--- config.mk ---
export PLATFORM = sky130hd
export DESIGN_NAME = dica_ckpt_engine_flat
export DESIGN_NICKNAME = d
export VERILOG_FILES = /design/src/rtl/dica_ckpt_engine_pkg.sv /design/src/rtl/dica_ckpt_engine_if.sv /design/src/rtl/dica_ckpt_engine_first_set.sv /design/src/rtl/dica_ckpt_engine.sv /design/src/flat_wrapper.sv
export SDC_FILE = /design/constraint.sdc
export NUM_CORES = 1
export LEC_CHECK = 0
export BUFFER_PORTS_ARGS = -buffer_cell sky130_fd_sc_hd__buf_4
export CAP_MARGIN = 10
export CORE_MARGIN = 8
export CORE_UTILIZATION = 55
export DETAILED_ROUTE_END_ITERATION = 8
export GPL_TIMING_DRIVEN = 1
export PLACE_DENSITY = 0.95
export RECOVER_POWER = 100
export SLEW_MARGIN = 20
export SYNTH_ARGS = -nofsm -noshare
export SYNTH_HDL_FRONTEND = slang
export SYNTH_SLANG_ARGS = --single-unit
--- constraint.sdc ---
create_clock -name clk -period 6.3 [get_ports clk]
set_clock_uncertainty 0.2 [all_clocks]
set_input_delay 0.945 -clock clk [delete_from_list [all_inputs] [get_ports clk]]
set_output_delay 0.945 -clock clk [all_outputs]
set_load 0.01 [all_outputs]
--- src/rtl/dica_ckpt_engine_pkg.sv ---
// DiCA checkpoint engine shared constants, states and address helper.
// The dirty-block tracker imports the same definitions.
package dica_ckpt_engine_pkg;

  localparam logic [15:0] DMEM_BASE    = 16'h0200;
  localparam int          DMEM_SIZE    = 1024;
  localparam int          BLK_SIZE     = 64;
  localparam logic [15:0] NVM_BASE     = 16'hA000;
  localparam int          TOTAL_BLOCKS = DMEM_SIZE / BLK_SIZE;
  localparam int          WPB          = BLK_SIZE / 2;
  localparam int          IDX_W        = $clog2(TOTAL_BLOCKS);
  localparam int          W_W          = $clog2(WPB);

  typedef enum logic [2:0] {
    ST_IDLE,
    ST_SCAN,
    ST_RD,
    ST_CAP,
    ST_WR,
    ST_CLR,
    ST_FIN
  } state_e;

  // Byte address of word w of block idx in a region at base (16-bit wrap).
  function automatic logic [15:0] blk_addr(
    input logic [15:0]      base,
    input logic [IDX_W-1:0] idx,
    input logic [W_W-1:0]   w
  );
    logic [15:0] blk_off;
    logic [15:0] wrd_off;
    blk_off = 16'(idx) * 16'(BLK_SIZE);
    wrd_off = 16'({w, 1'b0});
    return base + blk_off + wrd_off;
  endfunction

endpackage

--- src/rtl/dica_ckpt_engine_if.sv ---
// Bundle of tracker, DMEM, NVM and ISR-status signals of the engine.
// master = engine side, slave = surrounding system.
interface dica_ckpt_engine_if;
  import dica_ckpt_engine_pkg::*;

  logic                    start;
  logic [TOTAL_BLOCKS-1:0] d_table;
  logic                    dmem_rd_en;
  logic [15:0]             dmem_addr;
  logic [15:0]             dmem_rd_data;
  logic                    nvm_wr_req;
  logic [15:0]             nvm_addr;
  logic [15:0]             nvm_wr_data;
  logic                    nvm_wr_ack;
  logic                    clr_valid;
  logic [IDX_W-1:0]        clr_idx;
  logic                    busy;
  logic                    done;
  logic [IDX_W:0]          blk_count;

  modport master (
    input  start, d_table, dmem_rd_data, nvm_wr_ack,
    output dmem_rd_en, dmem_addr, nvm_wr_req, nvm_addr,
    output nvm_wr_data, clr_valid, clr_idx,
    output busy, done, blk_count
  );

  modport slave (
    output start, d_table, dmem_rd_data, nvm_wr_ack,
    input  dmem_rd_en, dmem_addr, nvm_wr_req, nvm_addr,
    input  nvm_wr_data, clr_valid, clr_idx,
    input  busy, done, blk_count
  );

endinterface

--- src/rtl/dica_ckpt_engine_first_set.sv ---
// Lowest-set-bit priority encoder.
// idx is 0 when no bit is set; any flags a non-empty vector.
module dica_first_set #(
  parameter int N = 16,
  parameter int W = $clog2(N)
) (
  input  logic [N-1:0] vec,
  output logic [W-1:0] idx,
  output logic         any
);

  // Scan high to low so the lowest set bit wins.
  always_comb begin
    idx = '0;
    any = 1'b0;
    for (int i = N - 1; i >= 0; i--) begin
      if (vec[i]) begin
        idx = W'(i);
        any = 1'b1;
      end
    end
  end

endmodule

--- src/rtl/dica_ckpt_engine.sv ---
// DiCA checkpoint engine: copies dirty DMEM blocks to NVM,
// clears each block in the tracker, then pulses done.
module dica_ckpt_engine
  import dica_ckpt_engine_pkg::*;
(
  input  logic                clk,
  input  logic                reset_n,
  dica_ckpt_engine_if.master  bus
);

  if (int'(NVM_BASE) + DMEM_SIZE - 1 > 32'hFFFF) begin : g_nvm_chk
    $error("checkpoint image overruns the 16-bit address space");
  end
  if (BLK_SIZE < 2 || (BLK_SIZE & (BLK_SIZE - 1)) != 0) begin : g_blk_chk
    $error("BLK_SIZE must be a power of two, at least 2");
  end

  state_e                  state_q;
  logic [TOTAL_BLOCKS-1:0] snap_q;
  logic [IDX_W-1:0]        cur_q;
  logic [W_W-1:0]          w_q;
  logic                    start_q;
  logic                    rd_en_q;
  logic [15:0]             dmem_addr_q;
  logic                    req_q;
  logic [15:0]             nvm_addr_q;
  logic [15:0]             wdata_q;
  logic                    clr_valid_q;
  logic [IDX_W-1:0]        clr_idx_q;
  logic                    busy_q;
  logic                    done_q;
  logic [IDX_W:0]          blk_count_q;

  logic [IDX_W-1:0]        fs_idx;
  logic                    fs_any;

  dica_first_set #(
    .N (TOTAL_BLOCKS),
    .W (IDX_W)
  ) u_first_set (
    .vec (snap_q),
    .idx (fs_idx),
    .any (fs_any)
  );

  assign bus.dmem_rd_en  = rd_en_q;
  assign bus.dmem_addr   = dmem_addr_q;
  assign bus.nvm_wr_req  = req_q;
  assign bus.nvm_addr    = nvm_addr_q;
  assign bus.nvm_wr_data = wdata_q;
  assign bus.clr_valid   = clr_valid_q;
  assign bus.clr_idx     = clr_idx_q;
  assign bus.busy        = busy_q;
  assign bus.done        = done_q;
  assign bus.blk_count   = blk_count_q;

  // Control FSM; every output is registered so it is set on state entry.
  always_ff @(posedge clk) begin
    if (!reset_n) begin
      state_q     <= ST_IDLE;
      snap_q      <= '0;
      cur_q       <= '0;
      w_q         <= '0;
      start_q     <= 1'b0;
      rd_en_q     <= 1'b0;
      dmem_addr_q <= '0;
      req_q       <= 1'b0;
      nvm_addr_q  <= '0;
      wdata_q     <= '0;
      clr_valid_q <= 1'b0;
      clr_idx_q   <= '0;
      busy_q      <= 1'b0;
      done_q      <= 1'b0;
      blk_count_q <= '0;
    end else begin
      start_q <= bus.start;
      unique case (state_q)
        ST_IDLE: begin
          if (bus.start && !start_q) begin
            snap_q      <= bus.d_table;
            blk_count_q <= '0;
            busy_q      <= 1'b1;
            state_q     <= ST_SCAN;
          end
        end
        ST_SCAN: begin
          if (!fs_any) begin
            done_q  <= 1'b1;
            state_q <= ST_FIN;
          end else begin
            cur_q       <= fs_idx;
            w_q         <= '0;
            rd_en_q     <= 1'b1;
            dmem_addr_q <= blk_addr(DMEM_BASE, fs_idx, '0);
            state_q     <= ST_RD;
          end
        end
        ST_RD: begin
          rd_en_q <= 1'b0;
          state_q <= ST_CAP;
        end
        ST_CAP: begin
          wdata_q    <= bus.dmem_rd_data;
          nvm_addr_q <= blk_addr(NVM_BASE, cur_q, w_q);
          req_q      <= 1'b1;
          state_q    <= ST_WR;
        end
        ST_WR: begin
          if (bus.nvm_wr_ack) begin
            req_q <= 1'b0;
            if (w_q == W_W'(WPB - 1)) begin
              clr_valid_q <= 1'b1;
              clr_idx_q   <= cur_q;
              state_q     <= ST_CLR;
            end else begin
              w_q         <= w_q + 1'b1;
              rd_en_q     <= 1'b1;
              dmem_addr_q <= blk_addr(DMEM_BASE, cur_q, w_q + 1'b1);
              state_q     <= ST_RD;
            end
          end
        end
        ST_CLR: begin
          clr_valid_q   <= 1'b0;
          snap_q[cur_q] <= 1'b0;
          blk_count_q   <= blk_count_q + 1'b1;
          state_q       <= ST_SCAN;
        end
        ST_FIN: begin
          done_q  <= 1'b0;
          busy_q  <= 1'b0;
          state_q <= ST_IDLE;
        end
        default: state_q <= ST_IDLE;
      endcase
    end
  end

endmodule

--- src/flat_wrapper.sv ---
// flat-port wrapper written by rule: the top's interface ports become plain ports
module dica_ckpt_engine_flat import dica_ckpt_engine_pkg::*;
  (clk, reset_n, bus_start, bus_d_table, bus_dmem_rd_data, bus_nvm_wr_ack, bus_dmem_rd_en, bus_dmem_addr, bus_nvm_wr_req, bus_nvm_addr, bus_nvm_wr_data, bus_clr_valid, bus_clr_idx, bus_busy, bus_done, bus_blk_count);
  dica_ckpt_engine_if bus_i ();
  input  logic clk;
  input  logic reset_n;
  input wire logic [$bits(bus_i.start)-1:0] bus_start;
  input wire logic [$bits(bus_i.d_table)-1:0] bus_d_table;
  input wire logic [$bits(bus_i.dmem_rd_data)-1:0] bus_dmem_rd_data;
  input wire logic [$bits(bus_i.nvm_wr_ack)-1:0] bus_nvm_wr_ack;
  output wire logic [$bits(bus_i.dmem_rd_en)-1:0] bus_dmem_rd_en;
  output wire logic [$bits(bus_i.dmem_addr)-1:0] bus_dmem_addr;
  output wire logic [$bits(bus_i.nvm_wr_req)-1:0] bus_nvm_wr_req;
  output wire logic [$bits(bus_i.nvm_addr)-1:0] bus_nvm_addr;
  output wire logic [$bits(bus_i.nvm_wr_data)-1:0] bus_nvm_wr_data;
  output wire logic [$bits(bus_i.clr_valid)-1:0] bus_clr_valid;
  output wire logic [$bits(bus_i.clr_idx)-1:0] bus_clr_idx;
  output wire logic [$bits(bus_i.busy)-1:0] bus_busy;
  output wire logic [$bits(bus_i.done)-1:0] bus_done;
  output wire logic [$bits(bus_i.blk_count)-1:0] bus_blk_count;
  assign bus_i.start = bus_start;
  assign bus_i.d_table = bus_d_table;
  assign bus_i.dmem_rd_data = bus_dmem_rd_data;
  assign bus_i.nvm_wr_ack = bus_nvm_wr_ack;
  assign bus_dmem_rd_en = bus_i.dmem_rd_en;
  assign bus_dmem_addr = bus_i.dmem_addr;
  assign bus_nvm_wr_req = bus_i.nvm_wr_req;
  assign bus_nvm_addr = bus_i.nvm_addr;
  assign bus_nvm_wr_data = bus_i.nvm_wr_data;
  assign bus_clr_valid = bus_i.clr_valid;
  assign bus_clr_idx = bus_i.clr_idx;
  assign bus_busy = bus_i.busy;
  assign bus_done = bus_i.done;
  assign bus_blk_count = bus_i.blk_count;
  dica_ckpt_engine u_core (.clk(clk), .reset_n(reset_n), .bus(bus_i));
endmodule
==> run_results.csv, run 1 <==
group,metric,value,unit
global_route,grt_max_degree,70,
clock_network,cts_hold_buffers,0,
timing,slew_violations,70,
critical_path,crit_required,6360,ps
clock_network,cts_buffer_depth,2,
global_route,grt_pass1_wl,14370,microns
run_status,run_status,"finished, violations left",
timing,min_period,3584,ps
floorplan,die_w,93.98,microns
clock_network,cts_sinks,74,
critical_path,rr_worst_depth,8,
floorplan,fp-row-count,28,
critical_path,cp_max_fo,69,
drt,vias,3019,
floorplan,io_pins,98,
timing,slew-limit-headroom,-0.6287,
power_and_ir_drop,power.internal,753.8,uW
drt,viasPerCell,5.499,
timing,period_share,0.5690,
timing,setup_ws,2716,ps
placement,hpwl,6170,microns
power_and_ir_drop,vdd_drop_max,0.1599,mV
cells_and_area,syn_to_final_growth,17.28,%
cells_and_area,final_cells,549,
drt,drc,0,
critical_path,r2r-end,"u_core.bus.dmem_addr[6]",
critical_path,path_class,"in2reg",
critical_path,slowest_stage,"clkbuf_1",
cells_and_area,diodes,0,
critical_path,arrival,3650,ps
logic_synthesis,synthDistinctLibCells,47,
drt,dr.first_iter.drc_count,268,
power_and_ir_drop,power.switching,315.6,uW
cells_and_area,final_nets,508,
run,drv_cap,1,
logic_synthesis,synth.largest_area_cell,"dfxtp_1",
clock_network,cts_made_buffers,9,
logic_synthesis,ys_async_sr_fraction,0,
logic_synthesis,synth_edf_count,0,
logic_synthesis,synthCells,398,
placement,pre_cts_slack,3639,ps
timing,report.final.setup_viol,0,
power_and_ir_drop,clock_power_share,0.330,
floorplan,initial_core_util,0.5682,
critical_path,cp-start-kind,"primary input",
floorplan,die_h,93.98,microns
run_status,violations,"max-capacitance violations, max-slew violations",
logic_synthesis,yosysMostFrequentCell,"nand2_1",
placement,place_inst,533,
critical_path,r2r_slack,3520,ps
power_and_ir_drop,power.leakage,0.001431,uW
floorplan,die_area,0.008832,sq mm
floorplan,core,0.005886,sq mm
hold_path,hold_depth,2,
logic_synthesis,netlist.area_leader.share,0.4429,
clock_network,cts_tree,"yes",
cells_and_area,drive_gt1_frac,0.1224,
drt,postRouteWirelength,8814,microns
drt,drt.antenna.violating_nets,0,
logic_synthesis,synth-seq-cells,74,
global_route,grt_pass1_vias,3068,
clock_network,clk_latency,350,ps
clock_network,path_clk_slew,80,ps
logic_synthesis,netlist_top_cells_count,"nand2_1, dfxtp_1, a21boi_0",
clock_network,cts_root_buffer,"clkbuf_8",
global_route,antenna_found_initial,0,
logic_synthesis,yosysSeqAreaShare,0.4429,
timing,worst_slew_pin_slew,2443,ps
logic_synthesis,synth.area.top_cells,"dfxtp_1, nand2_1, a21boi_0, a21oi_1, o211ai_1",
placement,portBuffers,86,
clock_network,post_cts_resized,0,
global_route,grt-ovfl-total,0,
drt,avgRoutedWirePerCell,16.05,microns
timing,fmax,279.0,MHz
timing,hold_violations,0,
critical_path,max_stage_delay,1710,ps
logic_synthesis,yosys_warnings,0,
drt,drt_pass1_iterations,5,
hold_path,hp-class,"reg2reg",
critical_path,crit_path_end_kind,"flip-flop",
logic_synthesis,synthFlopType,"dfxtp_1",
power_and_ir_drop,power_density,272.6,mW/mm^2
power_and_ir_drop,switching_share,0.2951,
hold_path,hp-start,"u_core.bus.nvm_wr_data[0]",
global_route,track_usage,0.2007,
placement,gp_congestion,0.8608,
timing,fin_tns_setup,0,ps
power_and_ir_drop,pwr-share-comb,0.176,
critical_path,worstReg2RegStart,"u_core.w_q[0]",
clock_network,htreeDepth,3,
hold_path,hold_path_end,"u_core.bus.nvm_wr_data[0]",
timing,grt_setup_unrepaired,"false",
logic_synthesis,syn-cell-area,0.003344,sq mm
logic_synthesis,avgSynthCellArea,8.403,sq um
clock_network,cts_setup_buffers,0,
critical_path,path_cells,"clkbuf_1, nand2_1, o22ai_1",
power_and_ir_drop,power_frac_seq,0.494,
-- per-layer routing --
metal | global-route usage | wire, microns | up-vias
met4 | 0.09115 | 159 | 0
li1 | - | - | 1489
met5 | 0 | 0 | -
met2 | 0.3390 | 4412 | 108
met1 | 0.2249 | 3531 | 1408
met3 | 0.06395 | 710 | 14
-- cell usage in the layout (no fill, tap or decap), types with 2 or more instances in the layout --
master	netlist	layout
o211a_1	3	3
and3_1	3	3
nor4_1	2	2
clkbuf_8	0	9
buf_4	12	35
or4_4	3	3
mux2i_1	4	4
nor3_1	3	3
conb_1	1	11
nand2b_1	7	7
nand3_1	10	10
clkinv_2	0	4
nor3b_1	2	2
o22ai_1	2	2
xor2_1	2	2
o21ai_0	9	11
a21boi_0	42	43
o31ai_1	2	2
clkbuf_1	19	53
o311ai_0	4	4
ha_1	3	3
a21oi_1	21	21
nor2_1	16	16
nand4_1	3	3
a211oi_1	3	3
o21a_1	3	3
and2_0	0	2
dfxtp_1	74	74
o211ai_1	13	13
nor2b_1	11	10
inv_1	7	7
and2_1	6	4
nand2_1	87	88
-- critical path: cells and delay by family --
family                 cells  cell delay, ps
and+or+nand+nor            1             620
AOI/OAI and AO/OA          1             350
buffers and inverters      1            1710
-- cell families after synthesis --
logic type,count (synthesis),synth area share
compound gates,111,0.2327
xor+xnor,3,0.007858
fa+ha+maj,3,0.01122
buf+inv,44,0.06659
flops,74,0.4429
mux,4,0.01197
other cells,1,0.001121
simple gates,158,0.2256
-- flip-flops by register name, indices dropped and copies added (netlist names) --
| signal | cells |
|---|---|
| u_core.bus.nvm_wr_data | 16 |
| u_core.snap_q | 16 |
| u_core.bus.nvm_addr | 10 |
| u_core.bus.dmem_addr | 6 |
| u_core.bus.blk_count | 5 |
| u_core.bus.clr_idx | 4 |
| u_core.cur_q | 4 |
| u_core.w_q | 4 |
| u_core.state_q | 3 |
| u_core.bus.busy | 1 |
| u_core.bus.clr_valid | 1 |
| u_core.bus.dmem_rd_en | 1 |
| u_core.bus.done | 1 |
| u_core.bus.nvm_wr_req | 1 |
| u_core.start_q | 1 |
-- power by group through the flow --
stage | combinational (uW) | sequential (uW) | clock (uW)
2_1_floorplan | 138 | 530 | 0
3_3_place_gp | 189 | 536 | 0
3_5_place_dp | 195 | 537 | 0
4_1_cts | 198 | 527 | 356
5_1_grt | 211 | 531 | 376
6_report | 189 | 528 | 353
-- through the flow --
stage / utilization / power (uW) / area, sq um / hold WS, ps
2_1_floorplan: - / 668.6 / 3382 / 279.2
3_3_place_gp: 0.6682 / 724.8 / 3933 / 249.2
3_5_place_dp: 0.6682 / 731.9 / 3933 / 258.0
4_1_cts: 0.6996 / 1081 / 4118 / 268.9
5_1_grt: 0.6665 / 1118 / 3923 / 306.1
6_report: 0.6665 / 1069 / 3923 / 267.3
-- cell type report --
cell class,count,area [sq um]
fill,546,1963
multi-input combinational,290,1678
sequential,74,1481
timing repair buffer,87,457.9
clock buffer,10,127.6
tap,75,93.84
clock inverter,6,57.56
inverter,7,26.28
-- worst max path at each step --
stage               slack, ps  cells past startpoint                  endpoint      startpoint
floorplan                4180                      8  u_core.bus.dmem_addr[10]   u_core.w_q[0]
global placement         3710                      6             u_core.w_q[3]  bus_nvm_wr_ack
detailed placement       3640                      6             u_core.w_q[3]  bus_nvm_wr_ack
CTS                      3560                      8             u_core.w_q[3]   u_core.w_q[0]
global route             2440                      3           u_core.cur_q[0]         reset_n
finish                   2720                      3           u_core.cur_q[0]         reset_n
(Power assumes the default switching activity.)
==> inputs of run 2 (changes only) <==
--- a/config.mk
+++ b/config.mk
@@ -8,10 +8,10 @@
 export BUFFER_PORTS_ARGS = -buffer_cell sky130_fd_sc_hd__buf_4
 export CAP_MARGIN = 10
 export CORE_MARGIN = 8
-export CORE_UTILIZATION = 55
+export CORE_UTILIZATION = 46
 export DETAILED_ROUTE_END_ITERATION = 8
 export GPL_TIMING_DRIVEN = 1
-export PLACE_DENSITY = 0.95
+export PLACE_DENSITY = 0.86
 export RECOVER_POWER = 100
 export SLEW_MARGIN = 20
 export SYNTH_ARGS = -nofsm -noshare
==> constraint.sdc (replaced) <==
create_clock -name clk -period 2.91 [get_ports clk]
set_clock_uncertainty 0.2 [all_clocks]
set_input_delay 0.4365 -clock clk [delete_from_list [all_inputs] [get_ports clk]]
set_output_delay 0.4365 -clock clk [all_outputs]
set_load 0.01 [all_outputs]
==> run_results.csv, run 2 (synthesis gave the netlist of run 1 again) <==
group,metric,value,unit
power_and_ir_drop,vdd_drop_max,0.3303,mV
run_status,run_status,"finished clean",
power_and_ir_drop,total_power,2396,uW
timing,report.final.setup_viol,0,
drt,avgRoutedWirePerCell,15.11,microns
cells_and_area,final_nets,511,
critical_path,path_class,"reg2reg",
floorplan,core,0.007137,sq mm
floorplan,initial_core_util,0.4686,
timing,fin_tns_setup,0,ps
drt,dr.first_iter.drc_count,203,
cells_and_area,syn_to_final_growth,19.12,%
cells_and_area,layout_common_cells,"nand2_1, dfxtp_1, clkbuf_1",
hold_path,hp-class,"in2reg",
floorplan,die_area,0.01025,sq mm
power_and_ir_drop,power.leakage,0.001448,uW
clock_network,clk_latency,340,ps
cells_and_area,diodes,0,
placement,hpwl,6257,microns
power_and_ir_drop,power_density,601.5,mW/mm^2
global_route,grt_pass1_wl,13930,microns
floorplan,fp-row-count,31,
clock_network,htreeDepth,3,
clock_network,cts_buffer_depth,2,
timing,grt_setup_unrepaired,"false",
drt,postRouteWirelength,8690,microns
clock_network,cts_sinks,74,
timing,slew-limit-headroom,0.1778,
critical_path,arrival,2710,ps
placement,gp_congestion,0.8909,
floorplan,die_h,101.3,microns
placement,postPlaceCellArea,0.003985,sq mm
timing,fmax,381.7,MHz
global_route,grt-ovfl-total,0,
clock_network,cts_tree,"yes",
timing,slew_violations,0,
global_route,grt_max_degree,70,
clock_network,cts_made_buffers,9,
placement,portBuffers,86,
cells_and_area,drive_gt1_frac,0.1218,
cells_and_area,layout_commonest_cell,"nand2_1",
clock_network,cts_root_buffer,"clkbuf_8",
cells_and_area,post-route-cell-area,0.003984,sq mm
global_route,track_usage,0.1698,
clock_network,cts_setup_buffers,0,
floorplan,io_pins,98,
timing,hold_violations,0,
global_route,antenna_found_initial,0,
drt,drt.antenna.violating_nets,0,
drt,drt_pass1_iterations,5,
drt,drc,0,
timing,period_share,0.9002,
timing,min_period,2620,ps
critical_path,crit_required,3000,ps
clock_network,path_clk_slew,80,ps
clock_network,cts_hold_buffers,0,
drt,viasPerCell,5.264,
floorplan,die_w,101.3,microns
critical_path,crit_path_end_kind,"flip-flop",
drt,vias,3027,
critical_path,cp_max_fo,8,
critical_path,cp-start-kind,"flip-flop",
global_route,grt_pass1_vias,2935,
timing,worst_slew_pin_slew,1233,ps
run,drv_cap,0,
clock_network,post_cts_resized,0,
-- run 2: metrics by stage --
step | hold slack [ps] | instances | setup slack [ps] | utilization
3_3_place_gp | 248.7 | 560 | 528.4 | 0.5584
3_5_place_dp | 257.7 | 560 | 361.4 | 0.5584
2_1_floorplan | 279.2 | 408 | 786.9 | -
4_1_cts | 88.42 | 575 | 326.4 | 0.5873
5_1_grt | 105.9 | 575 | 82.65 | 0.5582
6_report | 104.5 | 575 | 290.4 | 0.5582
-- run 2: final timing paths --
kind	slack (ps)	cells after the start	startpoint	end
worst min register to register	270	2	u_core.bus.nvm_wr_data[2]	u_core.bus.nvm_wr_data[2]
worst min-delay path	100	2	bus_start	u_core.start_q
worst max-delay path	290	9	u_core.w_q[0]	u_core.bus.dmem_addr[6]
worst max register to register	290	9	u_core.w_q[0]	u_core.bus.dmem_addr[6]
-- run 2: critical path: stages, from the launching register on --
cell and delay [ps]:
dfxtp_1 370, ha_1 230, and3_1 180, ha_1 200
nand2b_1 200, a221oi_2 510, buf_4 250, o211ai_1 100
a21oi_1 200, a31o_1 120
-- run 2: power breakdown --
group / internal [uW] / switching [uW]
clock network: 473 / 372
registers: 1070 / 70.8
logic: 169 / 238
total: 1720 / 681
-- run 2: layout make-up --
type,count,area [sq um]
Clock buffer,9,123.9
Clock inverter,6,82.58
Fill cell,704,3153
Inverter,7,26.28
Multi-Input combinational cell,290,1672
Sequential cell,74,1481
Tap cell,99,123.9
Timing Repair Buffer,90,474.2
-- run 2: routing by layer --
| metal | track usage | wire, microns | vias to the layer above |
|---|---|---|---|
| met3 | 0.05567 | 600 | 18 |
| met1 | 0.1973 | 3609 | 1412 |
| li1 | - | - | 1498 |
| met5 | 0 | 0 | - |
| met4 | 0.06873 | 179 | 0 |
| met2 | 0.2814 | 4301 | 99 |
==> inputs of run 3 (changes only) <==
--- a/config.mk
+++ b/config.mk
@@ -8,10 +8,11 @@
 export BUFFER_PORTS_ARGS = -buffer_cell sky130_fd_sc_hd__buf_4
 export CAP_MARGIN = 10
 export CORE_MARGIN = 8
-export CORE_UTILIZATION = 46
+export CORE_UTILIZATION = 45
+export CTS_BUF_LIST = sky130_fd_sc_hd__clkbuf_4 sky130_fd_sc_hd__clkbuf_8
 export DETAILED_ROUTE_END_ITERATION = 8
 export GPL_TIMING_DRIVEN = 1
-export PLACE_DENSITY = 0.86
+export PLACE_DENSITY = 0.85
 export RECOVER_POWER = 100
 export SLEW_MARGIN = 20
 export SYNTH_ARGS = -nofsm -noshare
==> run_results.csv, run 3 (synthesis gave the netlist of run 1 again) <==
group,metric,value,unit
drt,postRouteWirelength,8542,microns
clock_network,cts_root_buffer,"clkbuf_8",
timing,report.final.setup_viol,0,
global_route,top_usage_layer,"met2",
placement,postPlaceCellArea,0.003985,sq mm
timing,fin_tns_setup,0,ps
cells_and_area,diodes,0,
timing,min_period,2417,ps
critical_path,r2r-end,"u_core.bus.dmem_addr[6]",
critical_path,path_class,"reg2reg",
critical_path,crit_required,3000,ps
clock_network,path_clk_slew,80,ps
drt,drc,0,
cells_and_area,fillers,714,
clock_network,cts_made_buffers,9,
global_route,antenna_found_initial,0,
hold_path,hold_path_end,"u_core.start_q",
global_route,met3_usage,0.04428,
critical_path,rr_worst_depth,8,
timing,worst_slew_pin_slew,1191,ps
drt,viasPerCell,5.235,
clock_network,htreeDepth,3,
clock_network,clk_latency,350,ps
hold_path,hp-start,"bus_start",
clock_network,cts_setup_buffers,0,
cells_and_area,drive_gt1_frac,0.1218,
timing,grt_setup_unrepaired,"false",
power_and_ir_drop,vdd_drop_max,0.3071,mV
global_route,grt_use_met2,0.2654,
run,drv_cap,0,
hold_path,hold_depth,2,
floorplan,die_area,0.01045,sq mm
clock_network,cts_buffer_depth,2,
drt,dr.first_iter.drc_count,169,
placement,hpwl,6142,microns
clock_network,cts_hold_buffers,0,
cells_and_area,seqCellArea,0.001481,sq mm
global_route,grt_max_degree,70,
global_route,grtUsageMet1,0.1886,
global_route,track_usage,0.1613,
drt,avgRoutedWirePerCell,14.86,microns
cells_and_area,layout_common_cells,"nand2_1, dfxtp_1, clkbuf_1",
critical_path,path_cells,"nor3b_1, clkbuf_1, nor2_1, a221oi_1, buf_4, o211ai_1, a21oi_1, a31o_1",
run_status,run_status,"finished clean",
clock_network,post_cts_resized,0,
hold_path,hp-class,"in2reg",
critical_path,arrival,2510,ps
timing,period_share,0.8306,
drt,drt.antenna.violating_nets,0,
power_and_ir_drop,power.leakage,0.001438,uW
clock_network,cts_tree,"yes",
global_route,grt-ovfl-total,0,
floorplan,initial_core_util,0.4636,
timing,hold_violations,0,
critical_path,worstReg2RegStart,"u_core.state_q[2]",
global_route,grt_pass1_vias,2851,
critical_path,slowest_stage,"dfxtp_1",
critical_path,max_stage_delay,540,ps
critical_path,path_buf_inv,2,
floorplan,core,0.007214,sq mm
drt,drt_pass1_iterations,4,
cells_and_area,layout_commonest_cell,"nand2_1",
power_and_ir_drop,power_density,606.2,mW/mm^2
placement,gp_congestion,0.9728,
floorplan,io_pins,98,
global_route,grt_pass1_wl,13410,microns
cells_and_area,post-route-cell-area,0.003989,sq mm
floorplan,die_h,102.2,microns
critical_path,cpLargestDelayFamily,"buffers and inverters",
cells_and_area,syn_to_final_growth,19.27,%
cells_and_area,final_core_util,0.5529,
cells_and_area,multi_input_area,0.001667,sq mm
timing,fmax,413.7,MHz
timing,slew_violations,0,
critical_path,cp_max_fo,13,
clock_network,cts_sinks,74,
critical_path,cp-start-kind,"flip-flop",
drt,vias,3010,
timing,slew-limit-headroom,0.2058,
critical_path,crit_path_end_kind,"flip-flop",
cells_and_area,final_nets,511,
floorplan,fp-row-count,31,
critical_path,r2r_slack,490,ps
placement,portBuffers,86,
floorplan,die_w,102.2,microns
run 3: stage by stage:
step | instances | hold WS, ps | setup WS [ps] | power [uW]
after CTS | 575 | 95.91 | 632.3 | 2461
after global routing | 575 | 101.5 | 250.2 | 2537
after detailed placement | 560 | 255.4 | 641.5 | 1589
after global placement | 560 | 248.9 | 704.3 | 1580
final | 575 | 108.0 | 492.9 | 2418
after floorplan | 408 | 279.2 | 786.9 | 1447
run 3: layer usage:
| layer | up-vias | wire length (microns) |
|---|---|---|
| li1 | 1500 | - |
| met5 | - | 0 |
| met3 | 10 | 660 |
| met4 | 0 | 147 |
| met2 | 100 | 4124 |
| met1 | 1400 | 3610 |
run 3: where the power goes:
group          total [uW]  internal (uW)  switching [uW]  leakage (uW)
Combinational         404            172             232      0.000736
Clock                 874            481             393      0.000102
Sequential           1140           1070            68.3      0.000601
run 3: worst register-to-register path, delay by kind of cell, from the launching register on:
family                 cells  cell delay (ps)
DFF                        1              540
AOI/OAI and AO/OA          4              610
buffers and inverters      2              670
and+or+nand+nor            2              340
run 3: worst max path at each step:
stage	start	end	slack, ps	cells after the start
after floorplan	u_core.w_q[0]	u_core.bus.dmem_addr[10]	790	8
after global placement	u_core.snap_q[8]	u_core.bus.dmem_addr[6]	700	7
after detailed placement	u_core.snap_q[8]	u_core.bus.dmem_addr[6]	640	7
after CTS	u_core.snap_q[8]	u_core.bus.dmem_addr[6]	630	7
after global routing	u_core.state_q[0]	u_core.bus.nvm_wr_data[6]	250	5
final	u_core.state_q[2]	u_core.bus.dmem_addr[6]	490	8
run 3: layout make-up:
cell class,instances,area share
flip-flops and latches,74,0.3714
repair buffers,90,0.1189
clock buffers,9,0.03105
inverters,7,0.006587
clock inverters,6,0.02321
multi-input cells,290,0.4178
well taps,99,0.03105
